`src/rtl/ll_rx_push_ctl.sv`:
```
// ---------------------------------------------------------------------------
// ll_rx_push_ctl
//
// Receive push controller sitting between the link-layer RX datapath and the
// per-channel RX FIFOs. For every channel it:
//   - qualifies the upstream push request with link-online and the channel
//     override, optionally delaying it one cycle to line up with the data path;
//   - shadows the FIFO occupancy from the accepted pushes and the FIFO pops,
//     suppressing (and flagging) pushes into a full FIFO;
//   - keeps sticky overflow/underflow flags and a saturating push counter.
//
// Ports
//   clk_wr          in   clock, all state updates on the rising edge
//   rst_wr          in   synchronous active-high reset
//   rx_online       in   link online; low blocks every push
//   rx_i_push_ovrd  in   [NUM_CH] per-channel override, 1 blocks the channel
//   rx_i_pushbit    in   [NUM_CH] upstream push request
//   rxfifo_i_pop    in   [NUM_CH] FIFO pop strobe
//   rxfifo_i_push   out  [NUM_CH] push strobe to the FIFO
//   rx_fifo_level   out  [NUM_CH*LVL_W] occupancy, channel 0 in the LSBs
//   rx_fifo_full    out  [NUM_CH] occupancy equals DEPTH
//   rx_overflow     out  [NUM_CH] sticky, a push was dropped because full
//   rx_underflow    out  [NUM_CH] sticky, a pop arrived while empty
//   rx_status_clr   in   clears both sticky flag vectors
//   rx_push_cnt     out  [NUM_CH*CNT_W] saturating accepted-push count
// ---------------------------------------------------------------------------
module ll_rx_push_ctl #(
    parameter int NUM_CH   = 4,
    parameter int DEPTH    = 8,
    parameter int PUSH_REG = 1,
    parameter int CNT_W    = 16,
    localparam int LVL_W   = $clog2(DEPTH + 1)
) (
    input  logic                      clk_wr,
    input  logic                      rst_wr,
    input  logic                      rx_online,
    input  logic [NUM_CH-1:0]         rx_i_push_ovrd,
    input  logic [NUM_CH-1:0]         rx_i_pushbit,
    input  logic [NUM_CH-1:0]         rxfifo_i_pop,
    output logic [NUM_CH-1:0]         rxfifo_i_push,
    output logic [NUM_CH*LVL_W-1:0]   rx_fifo_level,
    output logic [NUM_CH-1:0]         rx_fifo_full,
    output logic [NUM_CH-1:0]         rx_overflow,
    output logic [NUM_CH-1:0]         rx_underflow,
    input  logic                      rx_status_clr,
    output logic [NUM_CH*CNT_W-1:0]   rx_push_cnt
);

    localparam logic [LVL_W-1:0] DEPTH_L = LVL_W'(DEPTH);

    // Increment that sticks at the all-ones value instead of wrapping.
    function automatic logic [CNT_W-1:0] sat_inc(input logic [CNT_W-1:0] v);
        return (&v) ? v : v + CNT_W'(1);
    endfunction

    logic [NUM_CH-1:0][LVL_W-1:0] lvl_q, lvl_d;
    logic [NUM_CH-1:0][CNT_W-1:0] cnt_q, cnt_d;
    logic [NUM_CH-1:0]            ovf_q, ovf_d;
    logic [NUM_CH-1:0]            udf_q, udf_d;

    logic [NUM_CH-1:0] req;
    logic [NUM_CH-1:0] cand;
    logic [NUM_CH-1:0] full;
    logic [NUM_CH-1:0] pop_ok;
    logic [NUM_CH-1:0] push;
    logic [NUM_CH-1:0] drop;

    assign req = rx_i_pushbit & ~rx_i_push_ovrd & {NUM_CH{rx_online}};

    // Optional one-cycle alignment stage. The staged request is re-gated
    // with the current online bit so a link drop during the delay cycle
    // kills the push.
    if (PUSH_REG != 0) begin : g_stage
        logic [NUM_CH-1:0] stg_q;

        always_ff @(posedge clk_wr) begin
            if (rst_wr) begin
                stg_q <= '0;
            end else begin
                stg_q <= req;
            end
        end

        assign cand = stg_q & {NUM_CH{rx_online}};
    end else begin : g_nostage
        assign cand = req;
    end

    always_comb begin
        full   = '0;
        pop_ok = '0;
        push   = '0;
        drop   = '0;
        lvl_d  = lvl_q;
        cnt_d  = cnt_q;
        ovf_d  = ovf_q;
        udf_d  = udf_q;
        for (int c = 0; c < NUM_CH; c++) begin
            full[c]   = (lvl_q[c] == DEPTH_L);
            pop_ok[c] = rxfifo_i_pop[c] & (lvl_q[c] != '0);
            // A pop in the same cycle frees the slot, so a full FIFO can
            // still take a push. Reset masks the strobe even in the
            // combinational configuration.
            push[c]   = cand[c] & (~full[c] | pop_ok[c]) & ~rst_wr;
            drop[c]   = cand[c] & full[c] & ~pop_ok[c];

            case ({push[c], pop_ok[c]})
                2'b10:   lvl_d[c] = lvl_q[c] + LVL_W'(1);
                2'b01:   lvl_d[c] = lvl_q[c] - LVL_W'(1);
                default: lvl_d[c] = lvl_q[c];
            endcase

            if (push[c]) begin
                cnt_d[c] = sat_inc(cnt_q[c]);
            end

            // A set event in the clear cycle wins over the clear.
            ovf_d[c] = drop[c] | (ovf_q[c] & ~rx_status_clr);
            udf_d[c] = (rxfifo_i_pop[c] & (lvl_q[c] == '0))
                     | (udf_q[c] & ~rx_status_clr);
        end
    end

    always_ff @(posedge clk_wr) begin
        if (rst_wr) begin
            lvl_q <= '0;
            cnt_q <= '0;
            ovf_q <= '0;
            udf_q <= '0;
        end else begin
            lvl_q <= lvl_d;
            cnt_q <= cnt_d;
            ovf_q <= ovf_d;
            udf_q <= udf_d;
        end
    end

    assign rxfifo_i_push = push;
    assign rx_fifo_level = lvl_q;
    assign rx_fifo_full  = full;
    assign rx_overflow   = ovf_q;
    assign rx_underflow  = udf_q;
    assign rx_push_cnt   = cnt_q;

endmodule

```
`config.mk`:
```
export PLATFORM = sky130hd
export DESIGN_NAME = ll_rx_push_ctl
export DESIGN_NICKNAME = d
export VERILOG_FILES = /design/src/rtl/ll_rx_push_ctl.sv
export SDC_FILE = /design/constraint.sdc
export NUM_CORES = 1
export LEC_CHECK = 0
export CORE_ASPECT_RATIO = 0.7
export CORE_MARGIN = 3
export CORE_UTILIZATION = 35
export CTS_BUF_LIST = sky130_fd_sc_hd__clkbuf_4
export DETAILED_ROUTE_END_ITERATION = 7
export SLEW_MARGIN = 10
export SYNTH_ARGS = -nofsm -noshare
export SYNTH_HDL_FRONTEND = slang
export SYNTH_SLANG_ARGS = --single-unit
```
`constraint.sdc`:
```
create_clock -name clk_wr -period 4.6 [get_ports clk_wr]
set_input_delay 0.92 -clock clk_wr [delete_from_list [all_inputs] [get_ports clk_wr]]
set_output_delay 0.92 -clock clk_wr [all_outputs]
set_load 0.01 [all_outputs]
```
# ---- Yosys cells after proc, flatten, opt, wreduce, memory -nomap -nowiden
# Index checks and enable logic that the tools add are counted.
dict set report totals {
  register_bits 92
  in_bits 16
  word_cells 121
}
dict set report op_classes {
  addsub 12
  n_eq_ne 12
  muxes 4
  bitwise 62
  reduce_logical 20
}
# cell count
set ops {}
lappend ops {{adder 16 x 1 -> 16 bit (second input constant)} 4}
lappend ops {{AND reduction 16 bit} 4}
lappend ops {{AND 1 bit} 32}
lappend ops {{one-hot mux 4 bit (2 select lines)} 4}
lappend ops {{adder 4 x 1 -> 4 bit (second input constant)} 4}
lappend ops {{== test 4 bit (second input constant)} 4}
lappend ops {{zero test 4 bit} 4}
lappend ops {{nonzero test 4 bit} 4}
lappend ops {{subtractor 4 x 1 -> 4 bit (second input constant)} 4}
lappend ops {{NOT 1 bit} 14}
lappend ops {{AND 4 bit} 3}
lappend ops {{OR 1 bit} 12}
lappend ops {{== test 2 x 1 -> 1 bit (second input constant)} 4}
lappend ops {{== test 2 bit (second input constant)} 4}
lappend ops {{AND reduction 2 bit} 4}
lappend ops {{nonzero test 2 bit} 4}
lappend ops {{NOT 4 bit} 1}

# ---- Longest topological paths before layout
dict set report logic_depth {
  word_depth 7
  ltp_mapped 12
}

# ---- Worst setup path after synthesis
# No wires, ideal clock.
dict set report synth_timing {
  path_kind {input -> register}
  from {input port rst_wr}
  to {register lvl_q (netlist bit rx_fifo_level[6])}
  arrival_time_ps 2882
  t_required_ps 4530
  slack_ps 1648
  cell_stages 12
  path_buffers 2
  path_cell_list {buf_2 -> and3b_1 -> o21a_1 -> buf_6 -> inv_1 -> ha_1 -> xor2_1 -> ha_1 -> a21oi_1 -> xor2_1 -> or3_1 -> a21oi_1}
}
dict set report synth_between {
  elab_chain_cells 4
  elab_cells_between_ends 6
  classes_between {2 x eq/ne; 1 x mux; 2 x bitwise; 1 x reduce/logical}
}
# element line
set synth_rtl {}
lappend synth_rtl {{from (decl)} 35} ;# input logic rst_wr,
lappend synth_rtl {{NOT 1 bit *} 104} ;# push[c] = cand[c] & (~full[c] | pop_ok[c]) & ~rst_wr;
lappend synth_rtl {{AND 1 bit *} 104}
lappend synth_rtl {{net rxfifo_i_push[1]} 40} ;# output logic [NUM_CH-1:0] rxfifo_i_push,
lappend synth_rtl {{== test 2 x 1 -> 1 bit / == test 2 bit (equally long branches)} 107} ;# case ({push[c], pop_ok[c]})
lappend synth_rtl {{one-hot mux 4 bit (2 select lines) / nonzero test 2 bit (equally long branches)} --}
lappend synth_rtl {{to (signal assigned)} 131} ;# lvl_q <= lvl_d;
lappend synth_rtl {{to (decl)} 56} ;# logic [NUM_CH-1:0][LVL_W-1:0] lvl_q, lvl_d;
# The timed path passes the listed nets; every way through them passes the cells marked *.
# A chain may end at the register's enable or synchronous reset.

# ---- Worst setup path in the final report
dict set report layout_timing {
  from {input port rx_online}
  to {output port rxfifo_i_push[0]}
}
dict set report layout_between {
  elab_chain_cells 3
}
# element line
set layout_rtl {}
lappend layout_rtl {{from (decl)} 36} ;# input logic rx_online,
lappend layout_rtl {{AND 4 bit} 84} ;# assign cand = stg_q & {NUM_CH{rx_online}};
lappend layout_rtl {{AND 1 bit (2 in a row)} 104}
lappend layout_rtl {{to (decl)} 40}
# No other way between the ends.

==> summary.md <==
| Metric | Value |
|---|---|
| Worst slew margin | `0.2807` |
| Post-CTS Resized | `0` |
| DRC viols | `0` |
| Ys async rst share | `0` |
| TritonRoute pass-1 iters | `5` |
| GRT overflow | `0` |
| Yosys top cell area share | `0.3582` |
| F_max | `between 200 and 300 MHz` |
| Reg2reg start | `rx_fifo_level[12]` |
| Sw power | `between 0.0003 and 0.0004 W` |
| Die Area | `around 16000 µm²` |
| Die width | `150.9 µm` |
| Main synth FF type | `dfxtp_1` |
| Final min period | `3.737 ns` |
| Critical path arrival | `2.82 ns` |
| Avg Vias per Cell | `5.732` |
| Setup Crit Path Kind | `in -> out` |
| Clock Root Buffer | `clkbuf_4` |
| Min setup slack post-route | `between 0.8 and 0.9 ns` |
| Critical Path Fanout Max | `15` |
| Slew Viols, Final | `0` |
| Most frequent cells after synthesis | `92 x dfxtp_1, 46 x nor2_1, 38 x a21oi_1` |
| Clock Sinks | `92` |
| Top cells by area, synth | `dfxtp_1 36%, ha_1 3.9%, a21oi_1 3.7%` |
| Gate power share | `0.063` |
| Status | `finished, final reports clean` |
| Fillers | `roughly 1400` |
| Placed Area | `6366 µm²` |
| Layout Skew | `0.02190 ns` |
| Power per cell area | `between 200 and 250 nW/µm²` |
| Share of layout cells above drive strength 1 | `0.07547` |
| HPWL Detailed | `11180 µm` |
| Antenna Nets Post-Route | `0` |
| Setup Slack @ Placement | `about 0.84 ns` |
| Area Overhead vs Synth | `26.96%` |
| Post-synth EDFFs | `0` |
| Ys Warns | `0` |
| Core area | `14140 µm²` |
| RSZ-0062 raised after global routing | `no` |
| Clk buf depth | `2` |
| DRT iter0 DRCs | `332` |
| Design Area, Final | `6529 µm²` |
| Syn Nets | `618` |
| Worst Setup EP | `rxfifo_i_push[0]` |
| Fin. Hold Viols | `0` |
| Synth cell types | `65` |
| Static leakage | `2.229 nW` |
| Routed Wire Length | `15150 µm` |
| Final GP Congestion | `0.8403` |
| CTS Hold Buffers Added | `0` |
| CP startpoint | `rx_online` |
| CTS tree | `built` |
| VDD IR max | `0.0001276 V` |
| Crit. End Element | `output port` |
| Clock network power share | `0.361` |
| Initial core utilization | `0.3636` |
| Period utilisation layout | `0.8124` |
| Worst R2R End | `rx_fifo_level[14]` |
| Vias in the first global route | `4632` |
| Worst Setup Start Kind | `input pin` |
| Worst skew pair latency | `0.45 ns` |
| Synth Cell Area | `5142 µm²` |
| Largest net degree at the start of global routing | `38` |
| Nets | `a little over 700` |
| First-pass GRT wire length | `around 24000 µm` |
| Register area share after synthesis | `0.3582` |
| Number of top-level pins | `112` |
| Internal | `0.001062 W` |
| Reg-to-reg setup timing slack | `approximately 1.6 ns` |
| FF+latch count, synth | `92` |
| Post-CTS Repair Setup Buffers | `0` |
| Total track usage | `0.1845` |
| Number of I/O port buffers | `111` |
| Avg Cell Area, Syn | `8.775 µm²` |
| Worst EP required | `around 3.7 ns` |
| Fin Setup TNS | `0 ns` |
| Initial antenna violation count | `0` |
| Number of diodes | `0` |
| Num CTS Buffers | `9` |
| Sw frac | `0.2456` |
| Hold crit path type | `reg -> reg` |
| Final setup violation count | `0` |
| H-tree levels | `3` |
| Sequential share of power | `0.576` |
| Worst Max-Slew Pin Slew | `about 1.1 ns` |
| Die Y-Extent | `107.4 µm` |
| Cell taking the most area after synthesis | `dfxtp_1` |
| Most numerous cell in the Yosys netlist | `dfxtp_1` |
| Via count | `5038` |
| Worst r2r path cells | `9` |
| MaxCap Viol Count | `0` |
| Rows | `36` |
| Average wire per standard cell | `about 17 µm` |
| Pwr Total | `between 0.001 and 0.0015 W` |
| Clock slew at reported path FFs | `0.13 ns` |
| Mapped Cells | `between 500 and 600` |
-- critical path, cell delays in order --
cell and delay, ns:
clkdlybuf4s50_1 0.61, nor2b_1 0.32, o211ai_2 0.13, buf_4 0.21
inv_2 0.09, clkdlybuf4s50_1 0.53
-- sequential cells by signal (all words and copies together), names as in the netlist --
signal / count
rx_push_cnt: 64
rx_fifo_level: 16
g_stage.stg_q: 4
rx_overflow: 4
rx_underflow: 4
-- logic make-up after synthesis --
| logic type | after synthesis | share of synthesized area |
|---|---|---|
| xor+xnor | 12 | 0.02044 |
| mux | 30 | 0.06277 |
| flops | 92 | 0.3582 |
| simple gates | 246 | 0.2749 |
| compound gates | 144 | 0.2017 |
| fa+ha+maj | 16 | 0.03893 |
| buf+inv | 46 | 0.04306 |
-- routing by layer --
| metal | global-route usage | up-vias | part of all wire |
|---|---|---|---|
| li1 | - | 2448 | - |
| met1 | 0.2782 | 2419 | 0.52 |
| met2 | 0.2636 | 150 | 0.41 |
| met3 | 0.04125 | 21 | 0.057 |
| met4 | 0.04592 | 0 | 0.011 |
| met5 | 0 | - | 0 |
-- power groups by stage --
stage | Clock (W) | Sequential [W] | Combinational, W
final | 0.000508 | 0.000811 | 0.0000885
after global placement | 0 | 0.000828 | 0.0000868
after global routing | 0.000558 | 0.000813 | 0.0000972
after CTS | 0.000533 | 0.000811 | 0.0000891
after floorplan | 0 | 0.000829 | 0.0000448
after detailed placement | 0 | 0.000828 | 0.0000888
-- worst min path at each step --
stage	from	endpoint	cells after the start
3_3_place_gp	rx_push_cnt[61]	rx_push_cnt[61]	2
2_1_floorplan	rx_push_cnt[54]	rx_push_cnt[54]	1
5_1_grt	rx_overflow[1]	rx_overflow[1]	1
3_5_place_dp	rx_overflow[1]	rx_overflow[1]	1
6_report	rx_overflow[1]	rx_overflow[1]	1
4_1_cts	rx_push_cnt[61]	rx_push_cnt[61]	2
-- metrics by stage --
step / util / hold slack (ns) / std cells
after global placement: 0.4501 / 0.4844 / 863
after detailed placement: 0.4501 / 0.4911 / 863
final: 0.4616 / 0.5138 / 879
after global routing: 0.4616 / 0.5334 / 879
after floorplan: - / 0.5033 / 586
after CTS: 0.4613 / 0.5213 / 879
-- cell type report --
type	count	area, µm²	share of cell area
repair buffers	116	1144	0.1752
clock buffers	9	67.56	0.01035
clock inverters	7	90.09	0.01380
flip-flops and latches	92	1842	0.2821
inverters	17	63.81	0.009774
multi-input cells	448	3084	0.4724
well taps	190	237.7	0.03641
-- cell usage in the layout (no fill, tap or decap), types with 4 or more instances in the layout --
master / count
ha_1: 16
inv_1: 16
nand2b_1: 4
or4_1: 16
buf_4: 5
nor2_1: 46
nand3_1: 36
o41ai_1: 6
and3_1: 5
clkbuf_4: 9
mux2i_1: 12
mux2_2: 15
a31oi_1: 4
a21oi_1: 38
nor2b_1: 25
o21ai_0: 19
nand4_1: 13
nor3b_1: 5
o311ai_0: 7
nor3_1: 11
or3_1: 10
a2111oi_0: 5
o31ai_1: 12
a211oi_1: 13
xor2_1: 12
dfxtp_1: 92
a41oi_1: 5
o211ai_1: 4
and4_1: 6
nor4_1: 13
nand2_1: 31
clkdlybuf4s50_1: 110
Power figures use the tool's default switching activity.
